<file path="config.mk">
export PLATFORM = sky130hd
export DESIGN_NAME = multicycle_ctrl
export DESIGN_NICKNAME = d
export VERILOG_FILES = /design/src/rtl/multicycle_ctrl.sv
export SDC_FILE = /design/constraint.sdc
export NUM_CORES = 1
export LEC_CHECK = 0
export ABC_AREA = 1
export CAP_MARGIN = 20
export CORE_MARGIN = 5
export CORE_UTILIZATION = 41
export DETAILED_ROUTE_END_ITERATION = 7
export HOLD_SLACK_MARGIN = 0.02
export PLACE_DENSITY = 0.94
export SLEW_MARGIN = 10
export SYNTH_ARGS = -nofsm -noshare
export SYNTH_HDL_FRONTEND = slang
export SYNTH_SLANG_ARGS = --single-unit
</file>
<file path="constraint.sdc">
create_clock -name clk -period 3 [get_ports clk]
set_input_delay 0.45 -clock clk [delete_from_list [all_inputs] [get_ports clk]]
set_output_delay 0.45 -clock clk [all_outputs]
set_load 0.005 [all_outputs]
</file>
<file path="src/rtl/multicycle_ctrl.sv">
// Main control FSM of the multicycle MIPS core: sequences fetch, decode,
// execute, memory and writeback, driving ALU command, mux selects and enables.
module multicycle_ctrl #(
  parameter int ALU_CMD_W = 4
) (
  input  logic                 clk,
  input  logic                 rst,
  input  logic [5:0]           opcode,
  input  logic [5:0]           funct,
  input  logic                 zero,
  input  logic                 mem_ready,
  output logic [ALU_CMD_W-1:0] alu_cmd,
  output logic [1:0]           alu_src_a,
  output logic [2:0]           alu_src_b,
  output logic                 mem_req,
  output logic                 mem_we,
  output logic                 i_or_d,
  output logic                 ir_write,
  output logic                 pc_write,
  output logic [1:0]           pc_src,
  output logic                 reg_write,
  output logic                 reg_dst,
  output logic                 mem_to_reg,
  output logic                 illegal,
  output logic [3:0]           state_out
);

  typedef enum logic [3:0] {
    S_IDLE      = 4'd0,
    S_FETCH     = 4'd1,
    S_DECODE    = 4'd2,
    S_MEM_ADDR  = 4'd3,
    S_MEM_READ  = 4'd4,
    S_MEM_WB    = 4'd5,
    S_MEM_WRITE = 4'd6,
    S_R_EXEC    = 4'd7,
    S_R_WB      = 4'd8,
    S_I_EXEC    = 4'd9,
    S_I_WB      = 4'd10,
    S_BRANCH    = 4'd11,
    S_JUMP      = 4'd12,
    S_ILLEGAL   = 4'd13
  } state_t;

  localparam logic [ALU_CMD_W-1:0] CMD_ADD = ALU_CMD_W'(4'b0000);
  localparam logic [ALU_CMD_W-1:0] CMD_SUB = ALU_CMD_W'(4'b0010);
  localparam logic [ALU_CMD_W-1:0] CMD_AND = ALU_CMD_W'(4'b0100);
  localparam logic [ALU_CMD_W-1:0] CMD_OR  = ALU_CMD_W'(4'b0101);
  localparam logic [ALU_CMD_W-1:0] CMD_NOR = ALU_CMD_W'(4'b0110);
  localparam logic [ALU_CMD_W-1:0] CMD_XOR = ALU_CMD_W'(4'b0111);
  localparam logic [ALU_CMD_W-1:0] CMD_SLL = ALU_CMD_W'(4'b1000);
  localparam logic [ALU_CMD_W-1:0] CMD_SRA = ALU_CMD_W'(4'b1001);
  localparam logic [ALU_CMD_W-1:0] CMD_SRL = ALU_CMD_W'(4'b1010);

  localparam logic [5:0] OP_RTYPE = 6'b000000;
  localparam logic [5:0] OP_LW    = 6'b100011;
  localparam logic [5:0] OP_SW    = 6'b101011;
  localparam logic [5:0] OP_ADDI  = 6'b001000;
  localparam logic [5:0] OP_ANDI  = 6'b001100;
  localparam logic [5:0] OP_ORI   = 6'b001101;
  localparam logic [5:0] OP_XORI  = 6'b001110;
  localparam logic [5:0] OP_BEQ   = 6'b000100;
  localparam logic [5:0] OP_BNE   = 6'b000101;
  localparam logic [5:0] OP_J     = 6'b000010;

  state_t state_q, state_d;

  logic [ALU_CMD_W-1:0] r_cmd;
  logic                 r_ok;
  logic                 r_shift;

  // R-type function decode, shared by DECODE (legality) and R_EXEC (command).
  always_comb begin
    r_cmd   = CMD_ADD;
    r_ok    = 1'b1;
    r_shift = 1'b0;
    case (funct)
      6'b100000: r_cmd = CMD_ADD;
      6'b100010: r_cmd = CMD_SUB;
      6'b100100: r_cmd = CMD_AND;
      6'b100101: r_cmd = CMD_OR;
      6'b100111: r_cmd = CMD_NOR;
      6'b100110: r_cmd = CMD_XOR;
      6'b000000: begin r_cmd = CMD_SLL; r_shift = 1'b1; end
      6'b000011: begin r_cmd = CMD_SRA; r_shift = 1'b1; end
      6'b000010: begin r_cmd = CMD_SRL; r_shift = 1'b1; end
      default:   r_ok = 1'b0;
    endcase
  end

  always_ff @(posedge clk or negedge rst) begin
    if (!rst) state_q <= S_IDLE;
    else      state_q <= state_d;
  end

  always_comb begin
    state_d = state_q;
    case (state_q)
      S_IDLE:   state_d = S_FETCH;
      S_FETCH:  if (mem_ready) state_d = S_DECODE;
      S_DECODE: begin
        case (opcode)
          OP_LW, OP_SW:                      state_d = S_MEM_ADDR;
          OP_RTYPE:                          state_d = r_ok ? S_R_EXEC : S_ILLEGAL;
          OP_ADDI, OP_ANDI, OP_ORI, OP_XORI: state_d = S_I_EXEC;
          OP_BEQ, OP_BNE:                    state_d = S_BRANCH;
          OP_J:                              state_d = S_JUMP;
          default:                           state_d = S_ILLEGAL;
        endcase
      end
      S_MEM_ADDR:  state_d = (opcode == OP_SW) ? S_MEM_WRITE : S_MEM_READ;
      S_MEM_READ:  if (mem_ready) state_d = S_MEM_WB;
      S_MEM_WRITE: if (mem_ready) state_d = S_FETCH;
      S_R_EXEC:    state_d = S_R_WB;
      S_I_EXEC:    state_d = S_I_WB;
      S_MEM_WB, S_R_WB, S_I_WB, S_BRANCH, S_JUMP, S_ILLEGAL: state_d = S_FETCH;
      default:     state_d = S_IDLE;
    endcase
  end

  // Outputs are Moore except the FETCH enables and the BRANCH PC write.
  always_comb begin
    alu_cmd    = CMD_ADD;
    alu_src_a  = 2'b00;
    alu_src_b  = 3'b000;
    mem_req    = 1'b0;
    mem_we     = 1'b0;
    i_or_d     = 1'b0;
    ir_write   = 1'b0;
    pc_write   = 1'b0;
    pc_src     = 2'b00;
    reg_write  = 1'b0;
    reg_dst    = 1'b0;
    mem_to_reg = 1'b0;
    illegal    = 1'b0;
    case (state_q)
      S_FETCH: begin
        mem_req   = 1'b1;
        alu_src_b = 3'b001;
        ir_write  = mem_ready;
        pc_write  = mem_ready;
      end
      S_DECODE:   alu_src_b = 3'b011;
      S_MEM_ADDR: begin
        alu_src_a = 2'b01;
        alu_src_b = 3'b010;
      end
      S_MEM_READ: begin
        mem_req = 1'b1;
        i_or_d  = 1'b1;
      end
      S_MEM_WB: begin
        reg_write  = 1'b1;
        mem_to_reg = 1'b1;
      end
      S_MEM_WRITE: begin
        mem_req = 1'b1;
        mem_we  = 1'b1;
        i_or_d  = 1'b1;
      end
      S_R_EXEC: begin
        alu_cmd   = r_cmd;
        alu_src_a = r_shift ? 2'b10 : 2'b01;
        alu_src_b = r_shift ? 3'b100 : 3'b000;
      end
      S_R_WB: begin
        reg_write = 1'b1;
        reg_dst   = 1'b1;
      end
      S_I_EXEC: begin
        alu_src_a = 2'b01;
        alu_src_b = 3'b101;
        case (opcode)
          OP_ANDI: alu_cmd = CMD_AND;
          OP_ORI:  alu_cmd = CMD_OR;
          OP_XORI: alu_cmd = CMD_XOR;
          default: begin
            alu_cmd   = CMD_ADD;
            alu_src_b = 3'b010;
          end
        endcase
      end
      S_I_WB: reg_write = 1'b1;
      S_BRANCH: begin
        alu_src_a = 2'b01;
        alu_cmd   = CMD_SUB;
        pc_src    = 2'b01;
        pc_write  = ((opcode == OP_BEQ) & zero) | ((opcode == OP_BNE) & ~zero);
      end
      S_JUMP: begin
        pc_write = 1'b1;
        pc_src   = 2'b10;
      end
      S_ILLEGAL: illegal = 1'b1;
      default: ;
    endcase
  end

  assign state_out = state_q;

endmodule

</file>
==> results by stage, run 1 <==
Die:
- The number of rows created at floorplan is 15.
- During I/O placement, the number of pins put on the boundary was 40.
- The horizontal die dimension is just over 50 µm.
- The die is just over 50 µm tall.
- The die covers about 2600 µm².
- For this configuration, the core starts out at a cell density of 0.4202.
- The area of the placeable core is 1670 µm².

Synthesis:
- The flop and latch count out of synthesis is 4.
- The mean area per synthesized cell is about 5.0 µm².
- The number of nets in the synthesized netlist is ~160.
- The synthesized netlist contains 20 unique library cells.
- During synthesis, Yosys emitted a total of 0 warnings.
- In the synthesized netlist, the number of instances is between 100 and 150.
- The share of the Yosys chip area taken by registers is 0.1426.
- Of the post-synthesis cell area, the dominant cell type holds 0.1872.
- The synthesized netlist occupies a cell area of approximately 700 µm².
- After synthesis, the cell types taking the most area are sky130_fd_sc_hd__nand2_1, sky130_fd_sc_hd__nor2_1, sky130_fd_sc_hd__dfrtp_1.
- sky130_fd_sc_hd__nand2_1 takes more of the synthesized area than any other cell.

Power:
- The total chip power is between 0.7 and 0.8 mW.
- The clock network power share is 0.096.
- The ratio of total power to cell area is between 600 and 700 nW/µm².
- Summed over all cells, the static leakage comes to slightly below 0.6 nW.
- Across the VDD grid, the largest voltage drop is around 280 µV.
- Of the total power, the share spent switching nets is 0.4691.
- The internal power summed over all cells is roughly 0.38 mW.
- The net switching power is approximately 0.33 mW.
- Of the total power, registers draw 0.165.
- The share of total power dissipated in combinational logic is 0.739.

Layout:
- The finished layout cell area is ~1100 µm².
- The antenna diode count is 0.
- In the layout the commonest cells are sky130_fd_sc_hd__clkdlybuf4s50_1, sky130_fd_sc_hd__nand2_1, sky130_fd_sc_hd__nor2_1.
- In the final design database the tool counted between 150 and 200 nets.
- The fraction of layout cells with a size suffix above 1 is 0.07182.
- The commonest non-fill, non-tap cell in the layout is sky130_fd_sc_hd__clkdlybuf4s50_1.
- At the end of the flow the core is filled with cells to 0.6802.
- The filler-free cell count of the finished design is 198.
- The register with the most flip-flops in the layout has 4 of them.
- Relative to the synthesized area, the layout overhead comes to 61.85%.

Placed design:
- The wire-length estimate of the detail-placed layout is around 2.0 mm.
- Input and output buffers added on the ports amount to 39.
- After detailed placement, the design holds a cell count of around 200.
- Routability-driven placement finished with a final weighted congestion of around 1.0.
- The cell area after placement is about 1100 µm².
- The worst setup slack before clock tree synthesis is approximately 0.42 ns.

Setup path:
- The type of the worst setup path is in -> out.
- Data arrives at the worst endpoint at approximately 2.2 ns.
- The kind of start point of the critical path is an input port.
- In this run the worst path has a maximum fanout of 3.
- The data required time of the worst path is 2.55 ns.
- STA classifies the critical path endpoint as an output port.

STA:
- The final number of setup-violating endpoints is 0.
- The final number of max-transition violations was 0.
- The worst setup margin is around 0.4 ns.
- The worst hold margin is approximately 0.4 ns.
- Derived from the worst setup path, the maximum achievable clock frequency is about 380 MHz.
- Between clock sinks in the finished design, the worst skew comes to about 0.0017 ns.
- The clock period minus final worst setup slack is around 2.6 ns.
- The slew at the pin with the worst max-slew slack is approximately 0.31 ns.
- Setup repair after global routing left no endpoint under its margin.
- Of the available clock period, the critical path in the final layout requires 0.8684.
- The summed negative setup slack over all endpoints is 0 ns.
- The number of hold violations in the final report is 0.
- The worst pin sits at a relative slew slack of 0.7910.

Clock tree:
- For this design, the sink count on the clock tree is 4.
- The root cell of the clock tree is sky130_fd_sc_hd__clkbuf_4.
- The post-CTS setup repair buffer count is 0.
- The number of buffers inserted by hold repair at cts is 0.
- The post-cts gate resize count is 0.
- The clock tree from TritonCTS is yes.
- The clock-pin transition on the worst setup and hold timing paths is 0.04 ns.
- The clock passes through at most 2 buffers.
- The total clock buffers created by CTS is 3.
- CTS built an H-tree with a depth of 1.
- The worst-skew pair later-pin latency is 0.24 ns.

Global route:
- The first-pass GRT wire length is approximately 3.8 mm.
- The global route total overflow is 0.
- The via count of the first global-routing pass is ~920.
- The pin count of the biggest net entering global routing is 9.
- The initial antenna violation count came to 0.
- The total routing resource utilization after global routing is 0.1819.

Detailed routing:
- The post-detailed-route count of antenna-violating nets is 0.
- Detailed routing inserted a total of between 1000 and 1500 vias.
- The number of DRC markers after the initial detailed-route iteration is 31.
- The routed design has ~2.3 mm of wire.
- The post-route DRC violation count is 0.
- In the final routed layout, each cell accounts on average for around 12 µm.
- The number of optimization iterations in the first detailed-route pass is 6.
- The ratio of routed vias to standard cells is 5.263.

Min path:
- The worst min-delay path class is in -> async.

Run:
- The max-cap check violation count is 0.

Status:
- The run finished with clean final reports.
[area by class of cell]
cell class | instances | area [µm²]
multi-input combinational | 106 | 493.0
sequential | 4 | 100.1
timing repair buffer | 39 | 390.4
tap | 17 | 21.27
fill | 151 | 534.3
clock buffer | 3 | 22.52
inverter | 29 | 108.9
[worst paths after layout]
check,from,end,slack [ns],depth (start not counted)
hold / removal,rst,state_out[0]$_DFFE_PN0P_,0.41,1
setup / recovery,funct[5],alu_cmd[0],0.39,8
max in group asynchronous,rst,state_out[2]$_DFFE_PN0P_,2.44,1
hold reg to reg,state_out[2]$_DFFE_PN0P_,state_out[2]$_DFFE_PN0P_,0.62,2
setup reg to reg,state_out[0]$_DFFE_PN0P_,state_out[1]$_DFFE_PN0P_,1.64,9
min in group clk,state_out[2]$_DFFE_PN0P_,state_out[2]$_DFFE_PN0P_,0.62,2
[routing by layer]
metal	vias up	wire length, µm	track usage
li1	531	-	-
met1	455	896	0.2056
met2	54	1238	0.3517
met3	2	184	0.01749
met4	0	16	0.05240
met5	-	0	0
[cells by family after synthesis]
| family | after synthesis | share of synthesized area |
|---|---|---|
| and+or+nand+nor | 87 | 0.5365 |
| DFF | 4 | 0.1426 |
| buffers and inverters | 29 | 0.1551 |
| AOI/OAI and AO/OA | 19 | 0.1658 |
[synth_stat cells]
master	n
sky130_fd_sc_hd__nand2_1	35
sky130_fd_sc_hd__nor2_1	31
sky130_fd_sc_hd__inv_1	25
sky130_fd_sc_hd__nand3_1	11
sky130_fd_sc_hd__o21ai_0	7
sky130_fd_sc_hd__dfrtp_1	4
sky130_fd_sc_hd__inv_2	4
sky130_fd_sc_hd__nor3_1	3
sky130_fd_sc_hd__o221ai_1	3
sky130_fd_sc_hd__a21oi_1	2
sky130_fd_sc_hd__nor2_2	2
sky130_fd_sc_hd__nor2_4	2
sky130_fd_sc_hd__o21ai_1	2
sky130_fd_sc_hd__o22ai_1	2
sky130_fd_sc_hd__a31oi_1	1
sky130_fd_sc_hd__and3_1	1
sky130_fd_sc_hd__nand2_4	1
sky130_fd_sc_hd__nand4_1	1
sky130_fd_sc_hd__o211ai_1	1
sky130_fd_sc_hd__o21ai_2	1
[power by group through the flow]
stage,clock network (mW),logic (mW),registers (mW)
final,0.0686,0.527,0.118
after global routing,0.0773,0.574,0.124
after CTS,0.0714,0.527,0.118
after detailed placement,0,0.524,0.118
after global placement,0,0.518,0.115
after floorplan,0,0.275,0.111
[worst max-delay path: stages]
cell and delay [ns]:
sky130_fd_sc_hd__clkdlybuf4s50_1 0.48, sky130_fd_sc_hd__inv_1 0.06, sky130_fd_sc_hd__nor2_1 0.13, sky130_fd_sc_hd__nand3_1 0.15, sky130_fd_sc_hd__nor2_1 0.11, sky130_fd_sc_hd__o21ai_0 0.13, sky130_fd_sc_hd__o221ai_1 0.10, sky130_fd_sc_hd__clkdlybuf4s50_1 0.54
No activity file was read; power rests on OpenSTA's default activity.
==> run 2: changes to the inputs <==
Settings changed: CAP_MARGIN 20 to 10.
==> results of run 2 <==
No change in the layout: final DEF, timing and power equal those of run 1.
==> edit 1: new RTL, flow settings as in run 1 <==
Set the parameter `ALU_CMD_W` to 6 (it was 4).
--- a/src/rtl/multicycle_ctrl.sv
+++ b/src/rtl/multicycle_ctrl.sv
@@ -1,7 +1,7 @@
 // Main control FSM of the multicycle MIPS core: sequences fetch, decode,
 // execute, memory and writeback, driving ALU command, mux selects and enables.
 module multicycle_ctrl #(
-  parameter int ALU_CMD_W = 4
+  parameter int ALU_CMD_W = 6
 ) (
   input  logic                 clk,
   input  logic                 rst,
Ports: changed (resized alu_cmd); port bits go from 40 to 42. No check against the original RTL was run, so the function may have changed too.
==> edit 1 against run 1 <==
  * Critical endpoint is now alu_src_b[2]
  * Clock skew grew 0.0058 ns
  * Final area increased by 1.5%
  * Power grew 2.2%
  * Wire length rose by 9.7%
  * Synthesized area increased by 2.7%
  * Sequential cell count unchanged
  * First-iteration DRC count increased by 23%
  * Combinational power grew 3%
  * Clock power rose by 1%
  * Largest power group unchanged
  * Count of clock-buffer cells in the layout stayed put
  * Setup slack lost 0.014 ns
  * Critical path depth shrank 3
  * Via count increased by 1.9%
  * Die area grew 2.2%
==> edit 1: results (changes against run 1) <==
| Metric | Value |
|---|---|
| Share of layout cells above drive strength 1 | 7.10% (was 7.18%) |
| Initial antenna violation count | 0 (unchanged) |
| Hold Crit Class | in -> async (unchanged) |
| DRT Pass-1 Iters | 4 (was 6) |
| Clock power frac | under 10% |
| Synth cell types | 22 (was 20) |
| Routed WL per cell | 12.3 um (was 11.8 um) |
| CP arrival | 2.17 ns |
| FF-to-FF setup slack | 1.60 ns (was 1.64 ns) |
| # fillers | 159 (was 151) |
| Area after DPL | 1130 sq um (was 1110 sq um) |
| Switching pwr | 0.350 mW (was 0.335 mW) |
| XOR/XNOR Fraction of Synth Area | 0% (unchanged) |
| Pleak | 0.587 nW (was 0.581 nW) |
| Gates resized, CTS repair | 0 (unchanged) |
| Compound-gate portion of the synthesized area | 16.1% (was 16.6%) |
| Global-route wire length before repair | 3910 um (was 3770 um) |
| Status | finished, final reports clean (unchanged) |
| Post-DP HPWL | 2180 um (was 1990 um) |
| TritonCTS buffer count | 3 (unchanged) |
| Clock Skew | 0.00751 ns (was 0.00167 ns) |
| Max reg flops | 4 (unchanged) |
| Number of nets in the layout | 201 (was 199) |
| Reg power frac | 16.2% (was 16.5%) |
| Vias post-DR | 1062 (was 1042) |
| Vias in the first global route | 936 (was 919) |
| Area contributors post-synth | nand2_1, nor2_1, dfrtp_1 (unchanged) |
| Setup Buffers After CTS | 0 (unchanged) |
| R2R Path End | state_out[0] (was state_out[1]) |
| Comb pwr | 0.541 mW (was 0.527 mW) |
| Drt initial violations | 38 (was 31) |
| RD Place Congestion | 0.997 (was 0.995) |
| Seq/Total Area, Yosys | 13.9% (was 14.3%) |
| Total global-route track usage | 19.1% (was 18.2%) |
| Worst vdd ir | 0.304 mV (was 0.278 mV) |
| Async SR Flop Fraction | 100% (unchanged) |
| Most frequent cells after synthesis | nand2_1, nor2_1, inv_1, nand3_1, o21ai_0 (unchanged) |
| Crit Path Max Fanout | 5 (was 3) |
| Post-placement setup slack | 0.417 ns (was 0.419 ns) |
[edit 1: changes by cell type in the layout (fill, tap and decap cells not counted)]
| cell | before | now |
|---|---|---|
| conb_1 | 0 | 2 |
[edit 1: worst max path at each step]
| stage | start | to | slack, ns |
|---|---|---|---|
| 2_1_floorplan | state_out[2] | alu_src_a[0] | 1.46 |
| 3_5_place_dp | opcode[5] | alu_cmd[0] | 0.42 |
| 3_3_place_gp | opcode[5] | alu_cmd[0] | 0.47 |
| 6_report | funct[3] | alu_src_b[2] | 0.38 |
| 4_1_cts | opcode[5] | alu_cmd[0] | 0.41 |
| 5_1_grt | opcode[1] | pc_write | 0.28 |
[edit 1: final cells by class]
cell class,count,area (sq um),share of cell area (%)
tap,25,31.3,2.71
clock buffer,3,22.5,1.95
timing repair buffer,39,390,33.8
inverter,29,109,9.44
sequential,4,100,8.68
multi-input combinational,108,500,43.4
[edit 1: metal layers]
metal | track usage [%] | share of wire, % | up-vias
li1 | - | - | 529
met1 | 20.7 | 37 | 469
met2 | 36.4 | 54 | 59
met3 | 2.01 | 7.3 | 5
met4 | 8.73 | 1.6 | 0
met5 | 0 | 0 | -
[edit 1: kinds of logic after synthesis]
| kind of cell | Yosys count |
|---|---|
| compound gates | 19 |
| buf+inv | 31 |
| flops | 4 |
| other cells | 1 |
| simple gates | 87 |
[edit 1: metrics by stage]
stage	hold slack [ns]	std cells
6_report	0.411	208
5_1_grt	0.414	208
4_1_cts	0.415	208
3_5_place_dp	0.621	205
3_3_place_gp	0.604	205
2_1_floorplan	0.154	143
[edit 1: worst max-delay path, delay by kind of cell]
family | cells | cell delay (ns)
AND/OR/NAND/NOR | 2 | 0.44
AO/OA/AOI/OAI | 1 | 0.28
buffers and inverters | 2 | 0.99
==> edit 2: new RTL, settings of run 1 <==
Made on the original files. Make the reset (`rst`) synchronous in one clocked block.
--- a/src/rtl/multicycle_ctrl.sv
+++ b/src/rtl/multicycle_ctrl.sv
@@ -88,7 +88,7 @@
     endcase
   end
 
-  always_ff @(posedge clk or negedge rst) begin
+  always_ff @(posedge clk) begin
     if (!rst) state_q <= S_IDLE;
     else      state_q <= state_d;
   end
Formal check against the unedited RTL: differs if rst is asserted again (counterexample within 4 cycles, from zero or initial values and one cycle with rst low); with rst held inactive, the same outputs for 10 cycles.
==> edit 2 against run 1 <==
  * Final area down 2.8%
  * Synthesized area fell by 1.6%
  * Via count decreased by 5.7%
  * Non-clock buffer count unchanged
  * Sequential cell count is the same
  * Power rose by 1.3%
  * Register-to-register slack got worse by 0.19 ns
  * Wire length is 6.9% lower
  * Setup slack got worse by 0.032 ns
  * Global-route usage shrank 0.73 points
  * Combinational power barely moved
==> edit 2: results (changes against run 1) <==
| Metric | Value |
|---|---|
| R2R Path End | state_out[1] (unchanged) |
| Post-DP HPWL | 1880 um (was 1990 um) |
| Largest net degree at the start of global routing | 10 (was 9) |
| Worst vdd ir | 0.599 mV (was 0.278 mV) |
| Global-route wire length before repair | 3620 um (was 3770 um) |
| Drt initial violations | 33 (was 31) |
| Crit Path Max Fanout | 8 (was 3) |
| Hold Crit Class | reg -> reg (was in -> async) |
| Clock Skew | 0.00512 ns (was 0.00167 ns) |
| Number of nets in the layout | 188 (was 199) |
| Vias per cell | 5.28 (was 5.26) |
| Vias in the first global route | 875 (was 919) |
| Ys flop type | dfxtp_1 (was dfrtp_1) |
| Seq/Total Area, Yosys | 11.6% (was 14.3%) |
| Syn nets | 146 (was 155) |
| Rows | 14 (was 15) |
| Synth cell types | 27 (was 20) |
| Critical register-to-register path startpoint | state_out[2] (was state_out[0]) |
| Status | finished, final reports clean (unchanged) |
| Share of layout cells above drive strength 1 | 11.8% (was 7.18%) |
| Area contributors post-synth | nand2_1, nor2_1, dfxtp_1 (was nand2_1, nor2_1, dfrtp_1) |
| R2r worst-path depth | 8 (was 9) |
| Async SR Flop Fraction | 0% (was 100%) |
| RD Place Congestion | 0.858 (was 0.995) |
| Total global-route track usage | 17.5% (was 18.2%) |
| CP arrival | 2.19 ns (was 2.16 ns) |
| DRT Pass-1 Iters | 4 (was 6) |
| Most frequent cells after synthesis | nand2_1, nor2_1, inv_1, nand3_1, inv_2 (was nand2_1, nor2_1, inv_1, nand3_1, o21ai_0) |
| Met1 usage | 21.8% (was 20.6%) |
| P_int | 0.385 mW (was 0.379 mW) |
-- edit 2: changes by cell type after synthesis, sizes merged, moves of 3 or more --
cell	before	now
dfrtp	4	0
dfxtp	0	4
inv	29	25
nand2	36	26
nor2	35	31
o221ai	3	0
-- edit 2: final cells by class --
cell class              count  area, sq um  share of cell area, %
clock buffers               3         22.5                   2.04
inverters                  25         93.8                   8.49
multi-input cells          99          498                   45.1
flip-flops and latches      4         80.1                   7.25
well taps                  16         20.0                   1.81
repair buffers             39          390                   35.3
-- edit 2: worst max path at each step --
stage / startpoint / to / slack [ns]
after global routing: state_out[0] / alu_cmd[0] / 0.22
final: state_out[2] / alu_src_a[1] / 0.36
after floorplan: state_out[0] / pc_write / 1.37
after CTS: state_out[2] / alu_src_a[1] / 0.35
after detailed placement: opcode[5] / alu_cmd[1] / 0.46
after global placement: opcode[5] / alu_cmd[0] / 0.47
-- edit 2: power groups by stage --
stage / registers (mW) / clock network, mW / logic [mW]
2_1_floorplan: 0.107 / 0 / 0.321
3_3_place_gp: 0.129 / 0 / 0.517
3_5_place_dp: 0.131 / 0 / 0.529
4_1_cts: 0.130 / 0.0662 / 0.530
5_1_grt: 0.137 / 0.0708 / 0.583
6_report: 0.132 / 0.0627 / 0.527
-- edit 2: cells by family (layout without fill, tap and decap cells) --
family	count (synthesis)	count (layout)	share of synthesized area, %
AND/OR/NAND/NOR	77	77	50.0
AO/OA/AOI/OAI	20	20	19.6
flip-flops	4	4	11.6
buffers and inverters	27	67	16.3
XOR/XNOR	2	2	2.54
-- edit 2: routing by layer --
metal  wire length [um]  share of wire [%]  up-vias
li1                   -                  -      496
met1                861                 40      440
met2               1110                 51       41
met3                136                6.3        6
met4                 65                3.0        0
met5                  0                  0        -
-- edit 2: through the flow --
step / hold WS, ns / setup slack (ns) / instances / power, mW / cell area, sq um
3_5_place_dp: 0.696 / 0.460 / 183 / 0.660 / 1080
3_3_place_gp: 0.681 / 0.466 / 183 / 0.646 / 1080
4_1_cts: 0.697 / 0.353 / 186 / 0.727 / 1100
6_report: 0.706 / 0.363 / 186 / 0.722 / 1100
2_1_floorplan: 0.601 / 1.37 / 130 / 0.428 / 691
5_1_grt: 0.749 / 0.217 / 186 / 0.791 / 1100
-- edit 2: critical path, cell delays in order (launching register included) --
cell and delay, ns:
dfxtp_1 0.43, inv_2 0.07, or2_0 0.40, nor2_2 0.28, inv_1 0.12, nor2_1 0.13
clkdlybuf4s50_1 0.54
